File: src/rtl/mem_initiator.sv
// Data-memory initiator: turns single load/store requests into MemRead/MemWrite cycles,
// with big-endian byte/half lane handling, load extension and read-modify-write sub-word stores.
module mem_initiator #(
  parameter int WIDTH  = 32,
  parameter int DEPTH  = 16,
  parameter int RD_LAT = 1
) (
  input  logic             clk,
  input  logic             rst,
  input  logic             req_valid,
  output logic             req_ready,
  input  logic             req_write,
  input  logic [1:0]       req_size,
  input  logic             req_unsigned,
  input  logic [DEPTH+1:0] req_addr,
  input  logic [WIDTH-1:0] req_wdata,
  output logic             resp_valid,
  output logic [WIDTH-1:0] resp_rdata,
  output logic             resp_err,
  output logic             MemRead,
  output logic             MemWrite,
  output logic [DEPTH-1:0] Address,
  output logic [WIDTH-1:0] WD,
  input  logic [WIDTH-1:0] RD
);

  localparam logic [1:0] SZ_BYTE  = 2'b00;
  localparam logic [1:0] SZ_HALF  = 2'b01;
  localparam logic [1:0] SZ_WORD  = 2'b10;
  localparam logic [1:0] LAT_LAST = 2'(RD_LAT);

  typedef enum logic [2:0] {
    S_IDLE,
    S_RD,
    S_MERGE,
    S_WR,
    S_RESP
  } state_t;

  state_t           state_q;
  logic             ready_q;
  logic             resp_valid_q;
  logic [WIDTH-1:0] resp_rdata_q;
  logic             resp_err_q;
  logic             mem_read_q;
  logic             mem_write_q;
  logic [DEPTH-1:0] address_q;
  logic [WIDTH-1:0] wd_q;
  logic [1:0]       lat_q;

  // Captured request; only the low half of the store data matters after accept.
  logic [1:0]       off_q;
  logic [1:0]       size_q;
  logic             write_q;
  logic             unsigned_q;
  logic [15:0]      wdata_q;
  logic [WIDTH-1:0] rd_word_q;

  logic             accept_d;
  logic             req_err_d;
  logic [1:0]       byte_pos_d;
  logic             half_pos_d;
  logic [7:0]       byte_lane_d;
  logic [15:0]      half_lane_d;
  logic [WIDTH-1:0] load_ext_d;
  logic [WIDTH-1:0] merge_d;

  assign accept_d = req_valid & ready_q;

  always_comb begin
    req_err_d = 1'b0;
    unique case (req_size)
      SZ_BYTE: req_err_d = 1'b0;
      SZ_HALF: req_err_d = req_addr[0];
      SZ_WORD: req_err_d = |req_addr[1:0];
      default: req_err_d = 1'b1;
    endcase
  end

  // Big-endian: byte offset 0 lives in the most significant lane.
  assign byte_pos_d = ~off_q;
  assign half_pos_d = ~off_q[1];

  always_comb begin
    byte_lane_d = RD[{byte_pos_d, 3'b000} +: 8];
    half_lane_d = RD[{half_pos_d, 4'b0000} +: 16];
    load_ext_d  = RD;
    unique case (size_q)
      SZ_BYTE: load_ext_d = {{24{~unsigned_q & byte_lane_d[7]}}, byte_lane_d};
      SZ_HALF: load_ext_d = {{16{~unsigned_q & half_lane_d[15]}}, half_lane_d};
      default: load_ext_d = RD;
    endcase
  end

  always_comb begin
    merge_d = rd_word_q;
    if (size_q == SZ_BYTE) begin
      merge_d[{byte_pos_d, 3'b000} +: 8] = wdata_q[7:0];
    end else begin
      merge_d[{half_pos_d, 4'b0000} +: 16] = wdata_q[15:0];
    end
  end

  always_ff @(posedge clk or negedge rst) begin
    if (!rst) begin
      state_q      <= S_IDLE;
      ready_q      <= 1'b1;
      resp_valid_q <= 1'b0;
      resp_rdata_q <= '0;
      resp_err_q   <= 1'b0;
      mem_read_q   <= 1'b0;
      mem_write_q  <= 1'b0;
      address_q    <= '0;
      wd_q         <= '0;
      lat_q        <= '0;
      off_q        <= '0;
      size_q       <= '0;
      write_q      <= 1'b0;
      unsigned_q   <= 1'b0;
      wdata_q      <= '0;
      rd_word_q    <= '0;
    end else begin
      unique case (state_q)
        S_IDLE: begin
          if (accept_d) begin
            ready_q    <= 1'b0;
            off_q      <= req_addr[1:0];
            size_q     <= req_size;
            write_q    <= req_write;
            unsigned_q <= req_unsigned;
            wdata_q    <= req_wdata[15:0];
            if (req_err_d) begin
              state_q      <= S_RESP;
              resp_valid_q <= 1'b1;
              resp_err_q   <= 1'b1;
            end else if (req_write && (req_size == SZ_WORD)) begin
              state_q     <= S_WR;
              mem_write_q <= 1'b1;
              address_q   <= req_addr[DEPTH+1:2];
              wd_q        <= req_wdata;
            end else begin
              state_q    <= S_RD;
              mem_read_q <= 1'b1;
              address_q  <= req_addr[DEPTH+1:2];
              lat_q      <= '0;
            end
          end
        end
        S_RD: begin
          // RD is only trusted on the final read-enable cycle.
          if (lat_q == LAT_LAST) begin
            mem_read_q <= 1'b0;
            if (write_q) begin
              rd_word_q <= RD;
              state_q   <= S_MERGE;
            end else begin
              resp_rdata_q <= load_ext_d;
              resp_valid_q <= 1'b1;
              state_q      <= S_RESP;
            end
          end else begin
            lat_q <= lat_q + 2'd1;
          end
        end
        S_MERGE: begin
          wd_q        <= merge_d;
          mem_write_q <= 1'b1;
          state_q     <= S_WR;
        end
        S_WR: begin
          mem_write_q  <= 1'b0;
          resp_valid_q <= 1'b1;
          state_q      <= S_RESP;
        end
        S_RESP: begin
          resp_valid_q <= 1'b0;
          resp_err_q   <= 1'b0;
          resp_rdata_q <= '0;
          address_q    <= '0;
          wd_q         <= '0;
          ready_q      <= 1'b1;
          state_q      <= S_IDLE;
        end
        default: begin
          state_q      <= S_IDLE;
          ready_q      <= 1'b1;
          resp_valid_q <= 1'b0;
          resp_err_q   <= 1'b0;
          resp_rdata_q <= '0;
          mem_read_q   <= 1'b0;
          mem_write_q  <= 1'b0;
          address_q    <= '0;
          wd_q         <= '0;
        end
      endcase
    end
  end

  assign req_ready  = ready_q;
  assign resp_valid = resp_valid_q;
  assign resp_rdata = resp_rdata_q;
  assign resp_err   = resp_err_q;
  assign MemRead    = mem_read_q;
  assign MemWrite   = mem_write_q;
  assign Address    = address_q;
  assign WD         = wd_q;

endmodule

File: config.mk
export PLATFORM = sky130hd
export DESIGN_NAME = mem_initiator
export DESIGN_NICKNAME = d
export VERILOG_FILES = /design/src/rtl/mem_initiator.sv
export SDC_FILE = /design/constraint.sdc
export NUM_CORES = 1
export LEC_CHECK = 0
export CORE_MARGIN = 8
export CORE_UTILIZATION = 51
export DETAILED_ROUTE_END_ITERATION = 8
export PLACE_DENSITY = 0.84
export SLEW_MARGIN = 20
export SYNTH_ARGS = -nofsm -noshare
export SYNTH_HDL_FRONTEND = slang
export SYNTH_SLANG_ARGS = --single-unit
File: constraint.sdc
create_clock -name clk -period 5.2 [get_ports clk]
set_input_delay 0.52 -clock clk [delete_from_list [all_inputs] [get_ports clk]]
set_output_delay 0.52 -clock clk [all_outputs]
set_load 0.05 [all_outputs]
# == Word level (Yosys, flattened, before mapping) ==
# Index checks and enable logic that the tools add are counted.
# Widths: inputs -> output; s select.
# word_totals
register_bits,144
inputBits,89
output_inout_bits,85
elab_cells,119
# op_classes
addsub,3
eq_ne,16
shift,6
muxes,43
bitwise,12
reduce_logical,23
# op_table
op,n
$mux 32,6
$pmux 32 s2,2
$pmux 32 s3,1
$bwmux 32,2
$mux 16,2
$pmux 16 s2,1
$shift 16x7->32 const A,1
$shift 8x7->32 const A,1
$shiftx 16x7->32,1
$shiftx 32x6->16,1
$shiftx 32x6->8,1
$shiftx 8x7->32,1
$ne 2x2->1 const B,8
$reduce_and 5->1,3
$neg 5->7,2
$mux 1,12
$mux 3,4
$pmux 3 s4,1
$reduce_and 3->1,4
$mux 2,5
$pmux 1 s3,3
$reduce_or 3->1,3
$not 1->1,8
$reduce_and 4->1,2
17 further kinds,28

# == Longest topological paths before layout ==
# logic_depth
word_depth,7
depth_mapped,9
ltp_nobuf,6

# == Worst setup path after synthesis ==
# Ideal clock, no wire load.
# synth_path
path_type,register to register
from,register off_q[1]
to,register wd_q[24] (netlist: WD[24])
setup_time_ns,0.067
t_arrival_ns,2.160
t_required_ns,5.133
slack_ns,2.973
path_stages_with_launch,9
path_buffers,2
synth_period_minus_slack_ns,2.227
cell_sequence,dfrtp_1 > clkbuf_1 > buf_2 > inv_1 > ha_1 > nor4b_2 > a221oi_1 > a211oi_1 > a221o_1
# synth_via
elab_chain_cells,6
word_cells_on_any_way,12
cone_classes,2 x add/sub; 4 x shift; 4 x mux; 2 x bitwise
# synth_lines
element,line_no,text
from (decl),52,logic [1:0] off_q;
from (signal assigned),127,off_q <= req_addr[1:0];
$not 1->1 or $not 2->2 (tied branches),"82, 81",
$neg 5->7 (on tied branches),"100, 98",
"$shiftx 16x7->32, or another cell as far along",100,"merge_d[{half_pos_d, 4'b0000} +: 16] = wdata_q[15:0];"
$bwmux 32 (on tied branches),"100, 98",
$mux 32 (*),97,if (size_q == SZ_BYTE) begin
$pmux 32 s3 (*),123,unique case (state_q)
to (signal assigned),140,wd_q <= req_wdata;
to (signal assigned),166,wd_q <= merge_d;
to (decl),48,logic [WIDTH-1:0] wd_q;
# Every way passes the cells marked *; elsewhere a longest branch is shown, timed or not.
# A chain may end at the register's enable or synchronous reset.

# == Final worst setup path ==
# layout_path
from,register off_q[1]
to,register wd_q[25] (netlist: WD[25])
# Same word-level chain as after synthesis.

==> summary.txt <==
Outcome
  – Outcome: completed

Hold path
  – Hold WC Path Type: input pin to asynchronous set/reset pin

Synthesis
  – Top cells by area, synth: dfrtp_1 52%, mux2_2 8.2%, a221o_1 5.7%
  – Async set-or-reset flop fraction in the synthesized netlist: 1.00
  – Main synth FF type: dfrtp_1
  – Post-synth EDFFs: 0
  – Synth Register Bits: 144
  – Sequential-to-total area share from yosys stat: 0.524
  – Synth warn: 0
  – Syn Inst Count: 574
  – Yosys top cell area share: 0.520
  – Post-synth cell types: 53
  – Syn avg cell area: 12.0 um2
  – Syn Nets: 669
  – Netlist Area Pre-Place: 6880 um2
  – Dominant cell type by area after synthesis: dfrtp_1

Cells and area
  – # diodes: 0
  – Core Util, Final: 0.701
  – Most frequent cells in the layout: 172 x clkdlybuf4s50_1, 142 x dfrtp_1, 50 x mux2_2
  – Nets: 817
  – Layout cell share with drive strength beyond 1: 0.148
  – Area added between synthesis and finish: 34.2%
  – Most common cell after layout, fill and taps aside: clkdlybuf4s50_1
  – # fillers: 939
  – Post-route cell area: 9240 um2

Detailed routing
  – DRT iter0 DRCs: 508
  – Top sig layer: met4
  – DRC viols: 0
  – Number of nets with antenna violations after routing: 0
  – Drt first pass iters: 5
  – Met1 WL: 8.78 mm
  – Mean number of vias per cell: 6.45
  – Met2 Wirelength: 10.2 mm
  – Post-DR wirelength/cell: 23.5 um
  – Met3 Wirelength: 1.85 mm
  – Via count: 5878
  – Total Wirelength: 21.4 mm

Worst setup path
  – Crit path launch type: register
  – Worst path slowest cell: dfrtp_2
  – CP Max Fanout: 43
  – Worst Path Required: 5550 ps
  – Worst Setup End Kind: register
  – Crit path kind: register to register
  – CP arrival: 3670 ps
  – CP Cell Sequence: inv_1, ha_1, nor4b_2, a221oi_1, a211oi_1, a221o_1
  – CP peak stage delay: 1070 ps

Global routing
  – Total grt overflow: 0
  – Global-route wire length before repair: 34.0 mm
  – Largest net degree at the start of global routing: 103
  – Vias in the first global route: 6085
  – Initial antenna violation count: 0
  – Gr usage total: 0.242

Place
  – Gpl congestion: 0.893
  – Post-Place Setup Slack: 2010 ps
  – Placed Area: 8670 um2
  – Post-DP HPWL: 15.1 mm
  – Port bufs: 173

Run
  – Max-Cap Viols: 0

Power and ir drop
  – Static leakage: 0.00392 uW
  – VDD IR-drop max: 0.369 mV
  – Pwr per Cell Area: 673 nW/um2

CTS
  – Worst-skew pair later-pin latency: 420 ps
  – Root buffer cell: clkbuf_16
  – Clk pin slew, worst setup/hold paths: 60 ps
  – H-tree levels: 4
  – # clock sinks: 144
  – CTS tree: yes
  – # Post-CTS Setup Buffers: 0
  – # resized after CTS: 0
  – Number of CTS-inserted buffers: 17
  – Hold_buf cts: 0
  – Clk buf depth: 2

Floorplanning
  – Starting Density: 0.522
  – Die width: 132 um
  – Io pins: 174
  – Site Rows: 42
  – Die area: 17500 um2
  – Core Region: 13200 um2
  – Die Y: 132 um

Timing
  – Slew @ Worst Pin: 1080 ps
  – Final Hold Slack: 202 ps
  – Hold Vio Cnt, Final: 0
  – Slew HR: 0.283
  – Unrepaired setup endpoints after global routing: no
  – Fmax: 302 MHz
  – Clk_skew: 8.59 ps
  – Worst setup slack after layout: 1890 ps
  – Max-slew violation total from the final report: 0
  – Final worst path period share: 0.637
  – Final worst path period need: 3310 ps
  – Fin Setup TNS: 0 ps
  – Final setup violation count: 0
Yosys cell counts, drive strengths merged (2+ instances only):
cell     number
dfrtp       143
mux2         50
a221o        49
a22o         35
o21ai        34
nand2        28
a221oi       26
buf          26
a211oi       24
mux2i        24
a21oi        22
clkbuf       22
inv          20
nor2         11
ha            6
a222oi        5
a22oi         3
nand3         3
nand4         3
nor3          3
or3           3
a21o          2
a2bb2oi       2
a32o          2
a41oi         2
and3b         2
nand2b        2
nand3b        2
nor4          2
nor4b         2
o2bb2ai       2
worst max-delay path, delay by kind of cell, from the launching register on:
kind,cells,cell delay [ps]
AO/OA/AOI/OAI,3,710
adder cells (fa/ha/maj),1,410
buffers and inverters,1,280
flip-flops,1,1070
AND/OR/NAND/NOR,1,770
stage by stage:
step           std cells  power [uW]
3_5_place_dp         879        5010
5_1_grt              911        6500
6_report             911        6220
3_3_place_gp         878        4890
2_1_floorplan        574        4040
4_1_cts              911        6210
power breakdown:
group | internal (uW) | leakage (uW) | total (uW) | switching (uW)
clock | 693 | 0.000276 | 1150 | 457
combinational | 1180 | 0.00180 | 2890 | 1720
sequential | 1590 | 0.00184 | 2180 | 587
cell families after synthesis:
group                      Yosys count  share of synthesized area
AOI/OAI and AO/OA                  213                      0.247
adders and majority gates            6                     0.0109
buffers and inverters               68                     0.0454
DFF                                144                      0.524
muxes                               74                      0.117
and+or+nand+nor                     69                     0.0567
layer usage:
layer,track usage,vias to the layer above
li1,-,2573
met1,0.310,2920
met2,0.385,336
met3,0.0549,49
met4,0.105,0
met5,0,-
flip-flops by register name, indices dropped and copies added, names as in the netlist, 2 cells and up:
signal and cells:
size_q 2, WD 32, rd_word_q 32, off_q 2, state_q 3, lat_q 2
wdata_q 16, resp_rdata 32, Address 16
worst paths after layout:
path                            start             end  cells after the start  slack [ps]
setup / recovery             off_q[1]          WD[25]                      6        1890
hold / removal                    rst  resp_rdata[29]                      1         200
setup reg to reg             off_q[1]          WD[25]                      6        1890
hold reg to reg            resp_valid      resp_valid                      1         480
max in group asynchronous         rst        off_q[1]                      2        3830
min in group clk           resp_valid      resp_valid                      1         480
layout make-up:
| type | instances | area (um2) | share of cell area |
|---|---|---|---|
| Tap cell | 176 | 220 | 0.0238 |
| Clock buffer | 22 | 474 | 0.0513 |
| Multi-Input combinational cell | 362 | 2990 | 0.324 |
| Clock inverter | 10 | 87.6 | 0.00948 |
| Timing Repair Buffer | 177 | 1780 | 0.193 |
| Inverter | 20 | 75.1 | 0.00812 |
| Sequential cell | 144 | 3610 | 0.390 |
No activity file was read; power rests on OpenSTA's default activity.
